--- config.mk ---
export PLATFORM = sky130hd
export DESIGN_NAME = vc_flit_queue
export DESIGN_NICKNAME = d
export VERILOG_FILES = /design/src/rtl/vc_flit_queue.sv
export SDC_FILE = /design/constraint.sdc
export NUM_CORES = 1
export LEC_CHECK = 0
export ABC_AREA = 1
export CORE_ASPECT_RATIO = 0.8
export CORE_MARGIN = 2
export CORE_UTILIZATION = 59
export DETAILED_ROUTE_END_ITERATION = 12
export GPL_TIMING_DRIVEN = 0
export PLACE_DENSITY = 0.76
export SETUP_SLACK_MARGIN = 0.1
export SLEW_MARGIN = 20
export SYNTH_ARGS = -nofsm -noshare
export SYNTH_HDL_FRONTEND = slang
export SYNTH_SLANG_ARGS = --single-unit
export TNS_END_PERCENT = 5
--- constraint.sdc ---
create_clock -name clk -period 4.3 [get_ports clk]
set_input_delay 1.075 -clock clk [delete_from_list [all_inputs] [get_ports clk]]
set_output_delay 1.075 -clock clk [all_outputs]
set_load 0.005 [all_outputs]
--- src/rtl/vc_flit_queue.sv ---
// vc_flit_queue: NUM_VC independent flit FIFOs behind one round-robin arbitrated pop port
package types;
  typedef struct packed {
    logic [7:0]  src_id;
    logic [7:0]  dst_id;
    logic [15:0] payload;
  } flit_t;
endpackage

module vc_flit_queue #(
  parameter int NUM_VC = 2,
  parameter int DEPTH = 4,
  parameter int ALMOST_FULL_TH = DEPTH - 1,
  localparam int VC_W = NUM_VC > 1 ? $clog2(NUM_VC) : 1,
  localparam int CNT_W = $clog2(DEPTH) + 1
) (
  input  logic                clk,
  input  logic                rst_n,
  input  logic                flush,
  input  types::flit_t        pushed_flit,
  input  logic                pushed_flit_valid,
  input  logic [VC_W-1:0]     pushed_vc,
  output logic                pushed_flit_ready,
  input  logic                poped_flit_ready,
  output logic                poped_flit_valid,
  output types::flit_t        poped_flit,
  output logic [VC_W-1:0]     poped_vc,
  output logic [NUM_VC-1:0]   vc_empty,
  output logic [NUM_VC-1:0]   vc_full,
  output logic [NUM_VC-1:0]   vc_almost_full
);
  localparam int PTR_W = $clog2(DEPTH);
  types::flit_t mem [NUM_VC][DEPTH];
  logic [PTR_W-1:0] wr_ptr [NUM_VC];
  logic [PTR_W-1:0] rd_ptr [NUM_VC];
  logic [CNT_W-1:0] cnt [NUM_VC];
  logic [VC_W-1:0] rr_ptr, lock_vc, arb_vc, sel, idx;
  logic lock, found, do_push, do_pop;
  // per-VC status straight from the registered counts
  always_comb begin
    for (int v = 0; v < NUM_VC; v++) begin
      vc_empty[v] = cnt[v] == '0;
      vc_full[v] = cnt[v] == CNT_W'(DEPTH);
      vc_almost_full[v] = cnt[v] >= CNT_W'(ALMOST_FULL_TH);
    end
  end
  // round-robin pick of the first non-empty VC from rr_ptr, overridden by the held grant while locked
  always_comb begin
    arb_vc = rr_ptr;
    found = 1'b0;
    idx = '0;
    for (int i = 0; i < NUM_VC; i++) begin
      idx = VC_W'((int'(rr_ptr) + i) % NUM_VC);
      if (!found && cnt[idx] != '0) begin
        arb_vc = idx;
        found = 1'b1;
      end
    end
    sel = lock ? lock_vc : arb_vc;
    poped_flit_valid = !(&vc_empty);
    poped_vc = poped_flit_valid ? sel : '0;
    poped_flit = poped_flit_valid ? mem[sel][rd_ptr[sel]] : '0;
    pushed_flit_ready = int'(pushed_vc) < NUM_VC && !vc_full[pushed_vc];
    do_push = pushed_flit_valid && pushed_flit_ready && !flush;
    do_pop = poped_flit_valid && poped_flit_ready && !flush;
  end
  // flit storage; contents need no reset because counts gate visibility
  always_ff @(posedge clk) begin
    if (do_push) mem[pushed_vc][wr_ptr[pushed_vc]] <= pushed_flit;
  end
  // pointers, counts, round-robin pointer and grant lock
  always_ff @(posedge clk or negedge rst_n) begin
    if (!rst_n) begin
      for (int v = 0; v < NUM_VC; v++) begin
        wr_ptr[v] <= '0;
        rd_ptr[v] <= '0;
        cnt[v] <= '0;
      end
      rr_ptr <= '0;
      lock <= 1'b0;
      lock_vc <= '0;
    end else if (flush) begin
      for (int v = 0; v < NUM_VC; v++) begin
        wr_ptr[v] <= '0;
        rd_ptr[v] <= '0;
        cnt[v] <= '0;
      end
      rr_ptr <= '0;
      lock <= 1'b0;
    end else begin
      for (int v = 0; v < NUM_VC; v++) begin
        if (do_push && pushed_vc == VC_W'(v)) wr_ptr[v] <= wr_ptr[v] + 1'b1;
        if (do_pop && poped_vc == VC_W'(v)) rd_ptr[v] <= rd_ptr[v] + 1'b1;
        cnt[v] <= cnt[v] + CNT_W'(do_push && pushed_vc == VC_W'(v)) - CNT_W'(do_pop && poped_vc == VC_W'(v));
      end
      if (do_pop) begin
        rr_ptr <= VC_W'((int'(poped_vc) + 1) % NUM_VC);
        lock <= 1'b0;
      end else if (poped_flit_valid) begin
        lock <= 1'b1;
        lock_vc <= sel;
      end
    end
  end
endmodule

# Word-level counts from Yosys, hierarchy flattened
# Memories as Yosys holds them, arrays and structs flattened.
# Index checks and enable logic that the tools add are counted.
# W data, S select, Z words.
[classes]
order_cmp = 10
n_addsub = 10
reduce_logical = 25
muxes = 38
eq_ne = 3
bitwise = 11
[ops]
columns = ["op", "n"]
rows = [
  ["$mux W128", 1],
  ["$mux W32", 4],
  ["$bmux W32 S2", 1],
  ["$demux W32 S2", 1],
  ["$mux W2", 10],
  ["$mux W3", 6],
  ["$mux W1", 12],
  ["$logic_and A1 B1 Y1", 10],
  ["$reduce_bool A2 Y1", 5],
  ["$add A2 B1 Y2 const B", 4],
  ["$ge A2 B2 Y1 const B", 4],
  ["$mux W4", 2],
  ["$not A1 Y2", 4],
  ["$add A3 B1 Y3", 2],
  ["$eq A3 B3 Y1 const B", 2],
  ["$ge A3 B2 Y1 const B", 2],
  ["$ge A3 B3 Y1 const B", 2],
  ["$logic_not A3 Y1", 2],
  ["$mux W6", 1],
  ["$not A2 Y3", 2],
  ["$reduce_bool A3 Y1", 2],
  ["$sub A3 B1 Y3", 2],
  ["$not A1 Y1", 5],
  ["$logic_not A1 Y1", 4],
  ["other kinds (6)", 7],
]
[word_totals]
ramBits = 256
out_inout_bits = 41
wordCells = 107
regBits = 17
memories = 1
[mem_list]
columns = ["memory", "depth", "word_bits", "read_ports", "rd_clocked_by_memory_dff", "wr", "line", "rtl"]
rows = [
  ["mem", 2, 128, 1, 0, 1, "33", "types::flit_t mem [NUM_VC][DEPTH];"],
]

# Logic depth before layout (Yosys ltp)
# Gate-level depths: netlist of run 1.
[depth]
word_depth = 19
depth_mapped = 19
depth_no_buf = 16

# Worst setup path before layout of run 1
# OpenSTA, ideal clock, no wires.
[synth_timing]
path_kind = "input port to flip-flop"
start = "in pushed_vc"
end = "mem mem[0][32] (netlist bit), enable pin"
t_arrival_ns = 4.011
setup_ns = 0.461
setup_slack_ns = -0.172
stages = 9
path_cell_list = "buf_2 > inv_1 > nand2_1 > nand2_1 > inv_1 > nand3_1 > inv_1 > nand2_1 > nor3_1"
[synth_lines]
columns = ["item", "line", "rtl"]
rows = [
  ["start, declared", "22", "input logic [VC_W-1:0] pushed_vc,"],
  ["$mux W1 (implied by the code) (2 in series)", "63", "pushed_flit_ready = int'(pushed_vc) < NUM_VC && !vc_full[pushed_vc];"],
  ["$logic_not A1 Y1", "63", ""],
  ["via pushed_flit_ready", "23", "output logic pushed_flit_ready,"],
  ["$logic_and A1 B1 Y1 (2 in series)", "64", "do_push = pushed_flit_valid && pushed_flit_ready && !flush;"],
  ["$mux W1", "69", "if (do_push) mem[pushed_vc][wr_ptr[pushed_vc]] <= pushed_flit;"],
  ["$mux W128 (implied by the code)", "69", ""],
  ["end, declared", "33", ""],
]
# The timed path passes the listed nets, and every way through them passes these cells. The select of a mux whose other input is x is not followed.

==> results of run 1 <==
==> sequential cells by signal, summed over array words and instances (netlist names) <==
register	flops
mem	256
wr_ptr	4
rr_ptr	1
lock_vc	1
cnt	6
rd_ptr	4
lock	1
==> stage by stage <==
| stage | hold WS, ns | area, µm² | setup TNS, ns | utilization [%] |
|---|---|---|---|---|
| after floorplan | 0.4495 | 12320 | -11.00 | - |
| after global placement | 0.4652 | 13410 | -225.75 | 65.17 |
| after CTS | 0.4954 | 14650 | 0 | 71.19 |
| final | 0.4904 | 14740 | 0 | 71.63 |
| after detailed placement | 0.4780 | 13690 | 0 | 66.49 |
| after global routing | 0.5072 | 14740 | -0.3588 | 71.63 |
==> critical path, stage by stage (launching register included) <==
cell             delay, ns
dfrtp_1               0.41
nand2_1               0.21
clkbuf_2              0.35
clkbuf_1              0.54
nand3_1               0.14
nand2_1               0.09
nand2_1               0.06
nand2_1               0.09
nor2_1                0.05
nor2_1                0.17
clkdlybuf4s50_1       0.53
==> per-layer routing <==
metal / up-vias / global-route usage (%)
met3: 60 / 4.296
met4: 0 / 7.950
met2: 481 / 44.61
met1: 4132 / 40.73
met5: - / 0
li1: 4264 / -
==> power by group through the flow <==
stage / sequential [mW] / clock (mW) / combinational [mW]
6_report: 3.06 / 2.35 / 5.84
2_1_floorplan: 3.11 / 0 / 3.30
4_1_cts: 3.06 / 2.37 / 5.63
3_5_place_dp: 3.12 / 0 / 5.49
3_3_place_gp: 3.12 / 0 / 5.34
5_1_grt: 3.07 / 2.47 / 6.40
==> final timing paths <==
check / start / endpoint / slack (ns)
worst max-delay path: lock$_DFFE_PN0P_ / poped_flit[31] / 0.04
worst min-delay path: wr_ptr[1]$_DFFE_PN0P_ / wr_ptr[1]$_DFFE_PN0P_ / 0.49
worst max register to register: cnt[0]$_DFF_PN0_ / cnt[5]$_DFF_PN0_ / 1.33
worst min register to register: wr_ptr[1]$_DFFE_PN0P_ / wr_ptr[1]$_DFFE_PN0P_ / 0.49
max in group asynchronous: rst_n / cnt[4]$_DFF_PN0_ / 2.75
min in group asynchronous: rst_n / wr_ptr[0]$_DFFE_PN0P_ / 1.00
==> cell type report <==
cell class | count | area (µm²) | area share, %
Tap cell | 269 | 336.6 | 2.283
Timing Repair Buffer | 90 | 991.0 | 6.722
Inverter | 131 | 491.7 | 3.335
Buffer | 67 | 483.0 | 3.276
Sequential cell | 273 | 8114 | 55.04
Clock buffer | 40 | 777.0 | 5.270
Clock inverter | 12 | 111.4 | 0.7553
Multi-Input combinational cell | 768 | 3438 | 23.32
==> what timing repair did <==
action | CTS | global route
pin swaps | 2 | 3
setup buffers | 1 | 0
resized for setup | 25 | 37
endpoints found under the setup margin | 32 | 32
==> kinds of logic (layout without fill, tap and decap cells) <==
logic type                 count (synthesis)  after routing  synth area share (%)
AOI/OAI and AO/OA                         50             50                 2.164
xor gates and xnor gates                   2              2                0.1423
and+or+nand+nor                          708            708                 23.95
adders and majority gates                  8              8                0.9347
buffers and inverters                    198            340                 6.939
DFF                                      273            273                 65.87
==> layout by cell type (no fill, tap or decap), types with 7 or more instances in the layout <==
master and n:
nand2_1 444, edfxtp_1 256, inv_1 124, nor2_1 108, clkdlybuf4s50_1 74, nand3_1 73, a21oi_1 36, nand3b_1 32
clkbuf_16 29, nor3_1 24, clkbuf_1 24, buf_2 17, buf_4 16, dfrtp_1 16, o21ai_0 11, buf_6 11
nor3_2 10, clkbuf_4 7
==> summary.md, run 1 <==
| Metric | Value |
|---|---|
| Status | `finished clean` |
| Congestion Overflow GR | `0` |
| Distinct cells, synth | `27` |
| I/O pin total | `around 80` |
| Power per cell area | `between 700 and 800 mW/mm²` |
| Die height | `approximately 130 µm` |
| Top Layer Used | `met4` |
| Post-Synthesis Cells | `about 1.2k` |
| Clk pwr share | `between 20% and 30%` |
| Critical path class | `reg -> out` |
| Placed cells | `1,597` |
| Max Cap Viol | `0` |
| Drt first pass iters | `5` |
| Initial antenna violation count | `0` |
| DRT iter0 DRCs | `between 900 and 1k` |
| CTS Buffer Depth | `3` |
| Seq cells post-synth | `between 200 and 300` |
| Die footprint | `approximately 0.022 mm²` |
| Via count | `just under 9k` |
| Sequential fraction of the synthesis area | `65.87%` |
| Total number of H-tree levels | `1` |
| DRC | `0` |
| Met2 Wirelength | `~14,000 µm` |
| Vias in the first global route | `8,418` |
| Data arrival, critical path | `3.19 ns` |
| Post-synth top area cell | `edfxtp_1` |
| Critical path required time | `3.22 ns` |
| Syn_area_per_cell | `roughly 9.9 µm²` |
| Dpl hpwl | `just under 20,000 µm` |
| Slew margin rel. | `between 40% and 50%` |
| Max Freq | `roughly 230 MHz` |
| Placement row count | `47` |
| Pleak | `around 6.4 nW` |
| Final worst path period need | `between 4 and 5 ns` |
| Least-Margin Pin Slew | `between 0.8 and 0.9 ns` |
| Min setup slack post-route | `roughly 0.038 ns` |
| Sw Ratio | `between 40 and 50%` |
| Synth area leaders | `edfxtp_1 (62%), nand2_1 (14%), inv_1 (3.8%)` |
| Vias per std cell | `about 5.4` |
| WL final | `30,490 µm` |
| Post-synthesis async set-or-reset flop share | `under 10%` |
| CTS Hold Bufs | `0` |
| Inserted Diodes | `0` |
| CP endpoint kind | `primary output` |
| Cts bufs inserted | `28` |
| Flop pwr share | `between 20% and 30%` |
| CTS root buffer | `clkbuf_16` |
| Synth Net Count | `1,285` |
| CP Max Fanout | `10` |
| Final Power | `roughly 11 mW` |
| Drt wl/cell | `between 15 and 20 µm` |
| First-pass GRT wire length | `~46,000 µm` |
| Synth Warn # | `0` |
| Internal power | `6.634 mW` |
| Detail Route Antenna Nets | `0` |
| Synth top area share | `~62%` |
| CTS tree | `yes` |
| Final hold vios | `0` |
| Final RePlAce weighted congestion | `0.8358` |
| Tcrit/Tclk final | `99.12%` |
| R2R depth | `15` |
| Switching power | `~4.6 mW` |
| CORE AREA | `~0.021 mm²` |
| Fin nets | `approximately 1.4k` |
| GRT Overall Usage | `between 20% and 30%` |
| Mapped Area | `0.01232 mm²` |
| Largest net degree at the start of global routing | `20` |
| Unrepaired setup endpoints after global routing | `true` |
| Number of enable flip-flop cells after synthesis | `256` |
| Min-delay worst type | `reg -> reg` |
| WL met1 | `approximately 13,000 µm` |
| Pre-CTS setup slack | `0.3760 ns` |
| Final setup vio count | `0` |
| Crit start category | `flip-flop` |
| FILL cells | `around 1.4k` |
| Share of cells above drive strength 1 | `10.07%` |
| Pins Over Slew Limit | `0` |
| Hold Path Cell Cnt | `2` |
| Wire length on met3 | `2889 µm` |
| Synth top cells by count | `nand2_1 (445), edfxtp_1 (256), inv_1 (125)` |
| Max VDD drop | `0.5183 mV` |
| Initial core utilization | `between 50% and 60%` |
| Clock skew | `about 0.015 ns` |
| Sinks on Clock Net | `roughly 270` |
| PortBufs | `76` |
| Clk Latency, worst-skew pair | `0.54 ns` |
| Most used flip-flop cell after synthesis | `edfxtp_1` |
| Finished Layout Cells | `between 1.5k and 2k` |
| Most common cell in the synthesized netlist | `nand2_1` |
| Area Overhead vs Synth | `19.71%` |
| Clock slew at reported path FFs | `around 0.070 ns` |
| Gate power share | `approximately 52%` |
| Die X | `165.5 µm` |
Power figures use the tool's default switching activity.
==> run 2: changes to the inputs <==
--- a/config.mk
+++ b/config.mk
@@ -5,13 +5,12 @@
 export SDC_FILE = /design/constraint.sdc
 export NUM_CORES = 1
 export LEC_CHECK = 0
-export ABC_AREA = 1
 export CORE_ASPECT_RATIO = 0.8
 export CORE_MARGIN = 2
-export CORE_UTILIZATION = 59
+export CORE_UTILIZATION = 58
 export DETAILED_ROUTE_END_ITERATION = 12
 export GPL_TIMING_DRIVEN = 0
-export PLACE_DENSITY = 0.76
+export PLACE_DENSITY = 0.79
 export SETUP_SLACK_MARGIN = 0.1
 export SLEW_MARGIN = 20
 export SYNTH_ARGS = -nofsm -noshare
==> summary.md, run 2 <==
| Metric | Value |
|---|---|
| CTS Hold Bufs | `0 (unchanged)` |
| Number of enable flip-flop cells after synthesis | `256 (unchanged)` |
| Commonest non-fill, non-tap cell in the layout | `edfxtp_1` |
| Cts bufs inserted | `26 (-7.1%)` |
| CTS root buffer | `clkbuf_16` |
| Synth Warn # | `0 (unchanged)` |
| Slowest library cell on the worst path | `clkdlybuf4s50_1` |
| Pleak | `4.284 nW (-33%)` |
| DRC | `0 (unchanged)` |
| Synth top cells by count | `edfxtp_1 (256), mux4_2 (64), a21oi_1 (33)` |
| Congestion Overflow GR | `0 (unchanged)` |
| Gate power share | `39.7% (-12 points)` |
| Pre-CTS setup slack | `0.3501 ns (-0.02589 ns)` |
| Placement row count | `44 (-6.4%)` |
| Dpl hpwl | `15,020 µm (-24%)` |
| Critical path buffers and inverters | `3 (unchanged)` |
| Crit start category | `flip-flop` |
| Syn_area_per_cell | `19.05 µm² (+92%)` |
| Die footprint | `0.01997 mm² (-9.4%)` |
| Sw Ratio | `32.86% (-8.2 points)` |
| Crit path max-delay family | `buffers and inverters` |
| Mapped Area | `0.01093 mm² (-11%)` |
| Seq cells post-synth | `273 (unchanged)` |
| Max Cap Viol | `0 (unchanged)` |
| Min-delay worst type | `reg -> reg` |
| Clk pwr share | `24.4% (+3.5 points)` |
| Clk Latency, worst-skew pair | `0.52 ns (-0.02 ns)` |
| Flop pwr share | `35.9% (+8.7 points)` |
| I/O pin total | `79 (unchanged)` |
| Pins Over Slew Limit | `0 (unchanged)` |
| Final worst path period need | `4.114 ns (-0.1483 ns)` |
| GRT Overall Usage | `24.99% (-3.0 points)` |
| Most frequent cells in the layout | `edfxtp_1 (256), clkdlybuf4s50_1 (78), mux4_2 (64), o211ai_1 (32), nand3_1 (32)` |
| Finished Layout Cells | `965 (-42%)` |
| Share of cells above drive strength 1 | `23.31% (+13 points)` |
| Slew margin rel. | `45.38% (-0.89 points)` |
| Post-synthesis async set-or-reset flop share | `6.227% (unchanged)` |
| Tcrit/Tclk final | `95.67% (-3.4 points)` |
| Area of the multi-input gates | `0.002664 mm² (-23%)` |
| Largest net degree at the start of global routing | `21 (+5.0%)` |
| CTS tree | `yes` |
| Clock skew | `0.006592 ns (-0.008539 ns)` |
| Final setup vio count | `0 (unchanged)` |
| CP Max Fanout | `10 (unchanged)` |
| Sequential Area | `0.008113 mm² (about the same)` |
| Max Freq | `243.1 MHz (+3.6%)` |
| Synth area leaders | `edfxtp_1 (70%), mux4_2 (13%), dfrtp_1 (3.9%)` |
| Initial antenna violation count | `0 (unchanged)` |
| Max stage delay on crit path | `0.55 ns (about the same)` |
| Synth Net Count | `620 (-52%)` |
| Clock slew at reported path FFs | `0.06 ns (about the same)` |
| Min setup slack post-route | `0.1862 ns (+0.1483 ns)` |
| Data arrival, critical path | `3.04 ns (-0.15 ns)` |
| Drt wl/cell | `24.55 µm (+33%)` |
| FILL cells | `1,115 (-23%)` |
| Final hold vios | `0 (unchanged)` |
| Sequential fraction of the synthesis area | `74.20% (+8.3 points)` |
| Switching power | `2.808 mW (-39%)` |
| Placed cells | `919 (-42%)` |
| Area Overhead vs Synth | `20.21%` |
| Most used flip-flop cell after synthesis | `edfxtp_1` |
| WL final | `23,690 µm (-22%)` |
| Final core utilization | `71.70% (about the same)` |
| Unrepaired setup endpoints after global routing | `true` |
| Max reg flops | `256 (unchanged)` |
| CTS Buffer Depth | `3 (unchanged)` |
| Total number of H-tree levels | `1 (unchanged)` |
| Initial core utilization | `59.64% (-0.19 points)` |
| Die X | `157.5 µm (-4.8%)` |
| Max VDD drop | `0.4782 mV (-7.8%)` |
| Final RePlAce weighted congestion | `0.8586 (+2.7%)` |
| CP endpoint kind | `primary output` |
| Vias in the first global route | `6,237 (-26%)` |
| Final Power | `8.546 mW (-24%)` |
| Least-Margin Pin Slew | `0.8174 ns (+0.01583 ns)` |
| Drt first pass iters | `5 (unchanged)` |
| CORE AREA | `0.01833 mm² (-11%)` |
| Critical path class | `reg -> out` |
| First-pass GRT wire length | `36,390 µm (-21%)` |
| Most common cell in the synthesized netlist | `edfxtp_1` |
| Fin nets | `740 (-47%)` |
| Detail Route Antenna Nets | `0 (unchanged)` |
| Post-synth top area cell | `edfxtp_1` |
| Distinct cells, synth | `45 (+67%)` |
| Die height | `126.8 µm (-4.8%)` |
| Power per cell area | `650.2 mW/mm² (-15%)` |
| Synth top area share | `70.31% (+7.9 points)` |
| DRT iter0 DRCs | `603 (-36%)` |
| Internal power | `5.738 mW (-14%)` |
| PortBufs | `78 (+2.6%)` |
| Inserted Diodes | `0 (unchanged)` |
| Sinks on Clock Net | `273 (unchanged)` |
| Via count | `5,976 (-33%)` |
| Post-Synthesis Cells | `574 (-54%)` |
| Status | `finished clean` |
| Critical path required time | `3.22 ns (about the same)` |
| Vias per std cell | `6.193 (+14%)` |
| Worst-path cell chain | `or3_1 -> buf_2 -> a21oi_4 -> clkbuf_2 -> nand3_1 -> a21oi_2 -> clkdlybuf4s50_1` |
## run 2: worst reg2reg max path: cells and delay by family, from the launching register on
family	cells	cell delay (ns)
xor gates and xnor gates	1	0.16
and+or+nand+nor	5	1.15
buffers and inverters	4	0.51
adders and majority gates	3	0.83
DFF	1	0.39
## run 2: logic make-up (layout without fill, tap and decap cells)
kind of cell	Yosys count	after routing	synth area share, %
muxes	68	68	13.62
DFF	273	273	74.20
adders and majority gates	9	9	1.156
buffers and inverters	54	192	2.003
xor gates and xnor gates	2	2	0.1602
and+or+nand+nor	84	84	3.879
AOI/OAI and AO/OA	84	84	4.989
## run 2: power groups by stage
stage	Combinational [mW]	Clock, mW	Sequential, mW
CTS	3.30	2.11	3.07
global placement	3.16	0	3.12
global route	3.67	2.23	3.08
finish	3.39	2.09	3.07
floorplan	1.66	0	3.11
detailed placement	3.22	0	3.12
## run 2: metrics by stage
step	hold slack, ns	setup TNS [ns]	instance area, µm²
floorplan	0.5005	0	10930
global placement	0.5196	-213.25	12030
detailed placement	0.5618	0	12300
CTS	0.5753	0	13100
global route	0.5973	0	13140
finish	0.5711	0	13140
## run 2: area by class of cell
cell class | instances | share of cell area [%]
buffer | 39 | 1.514
sequential | 273 | 61.72
inverter | 15 | 0.4284
clock inverter | 18 | 0.9138
timing repair buffer | 92 | 7.739
multi-input combinational | 247 | 20.27
tap | 253 | 2.408
clock buffer | 28 | 5.007
## run 2: per-layer routing
metal	GRT usage [%]	vias to the layer above	wire, µm
li1	-	2591	-
met1	35.46	3009	9467
met2	39.64	325	11620
met3	5.842	51	1994
met4	7.380	0	609
met5	0	-	0
## run 2: final timing paths
check | startpoint | endpoint | slack [ns] | cells after the start
setup / recovery | cnt[5]$_DFF_PN0_ | poped_flit[4] | 0.19 | 7
hold reg to reg | wr_ptr[2]$_DFFE_PN0P_ | wr_ptr[2]$_DFFE_PN0P_ | 0.57 | 1
max in group asynchronous | rst_n | rd_ptr[3]$_DFFE_PN0P_ | 2.79 | 1
min in group asynchronous | rst_n | lock_vc$_DFFE_PN0P_ | 1.01 | 1
setup reg to reg | cnt[5]$_DFF_PN0_ | cnt[5]$_DFF_PN0_ | 1.13 | 13
hold / removal | wr_ptr[2]$_DFFE_PN0P_ | wr_ptr[2]$_DFFE_PN0P_ | 0.57 | 1
## run 2: timing repair
item                                    in CTS  in global routing
resized for setup                           10                 27
endpoints found under the setup margin      30                 26
setup buffers                                0                  0
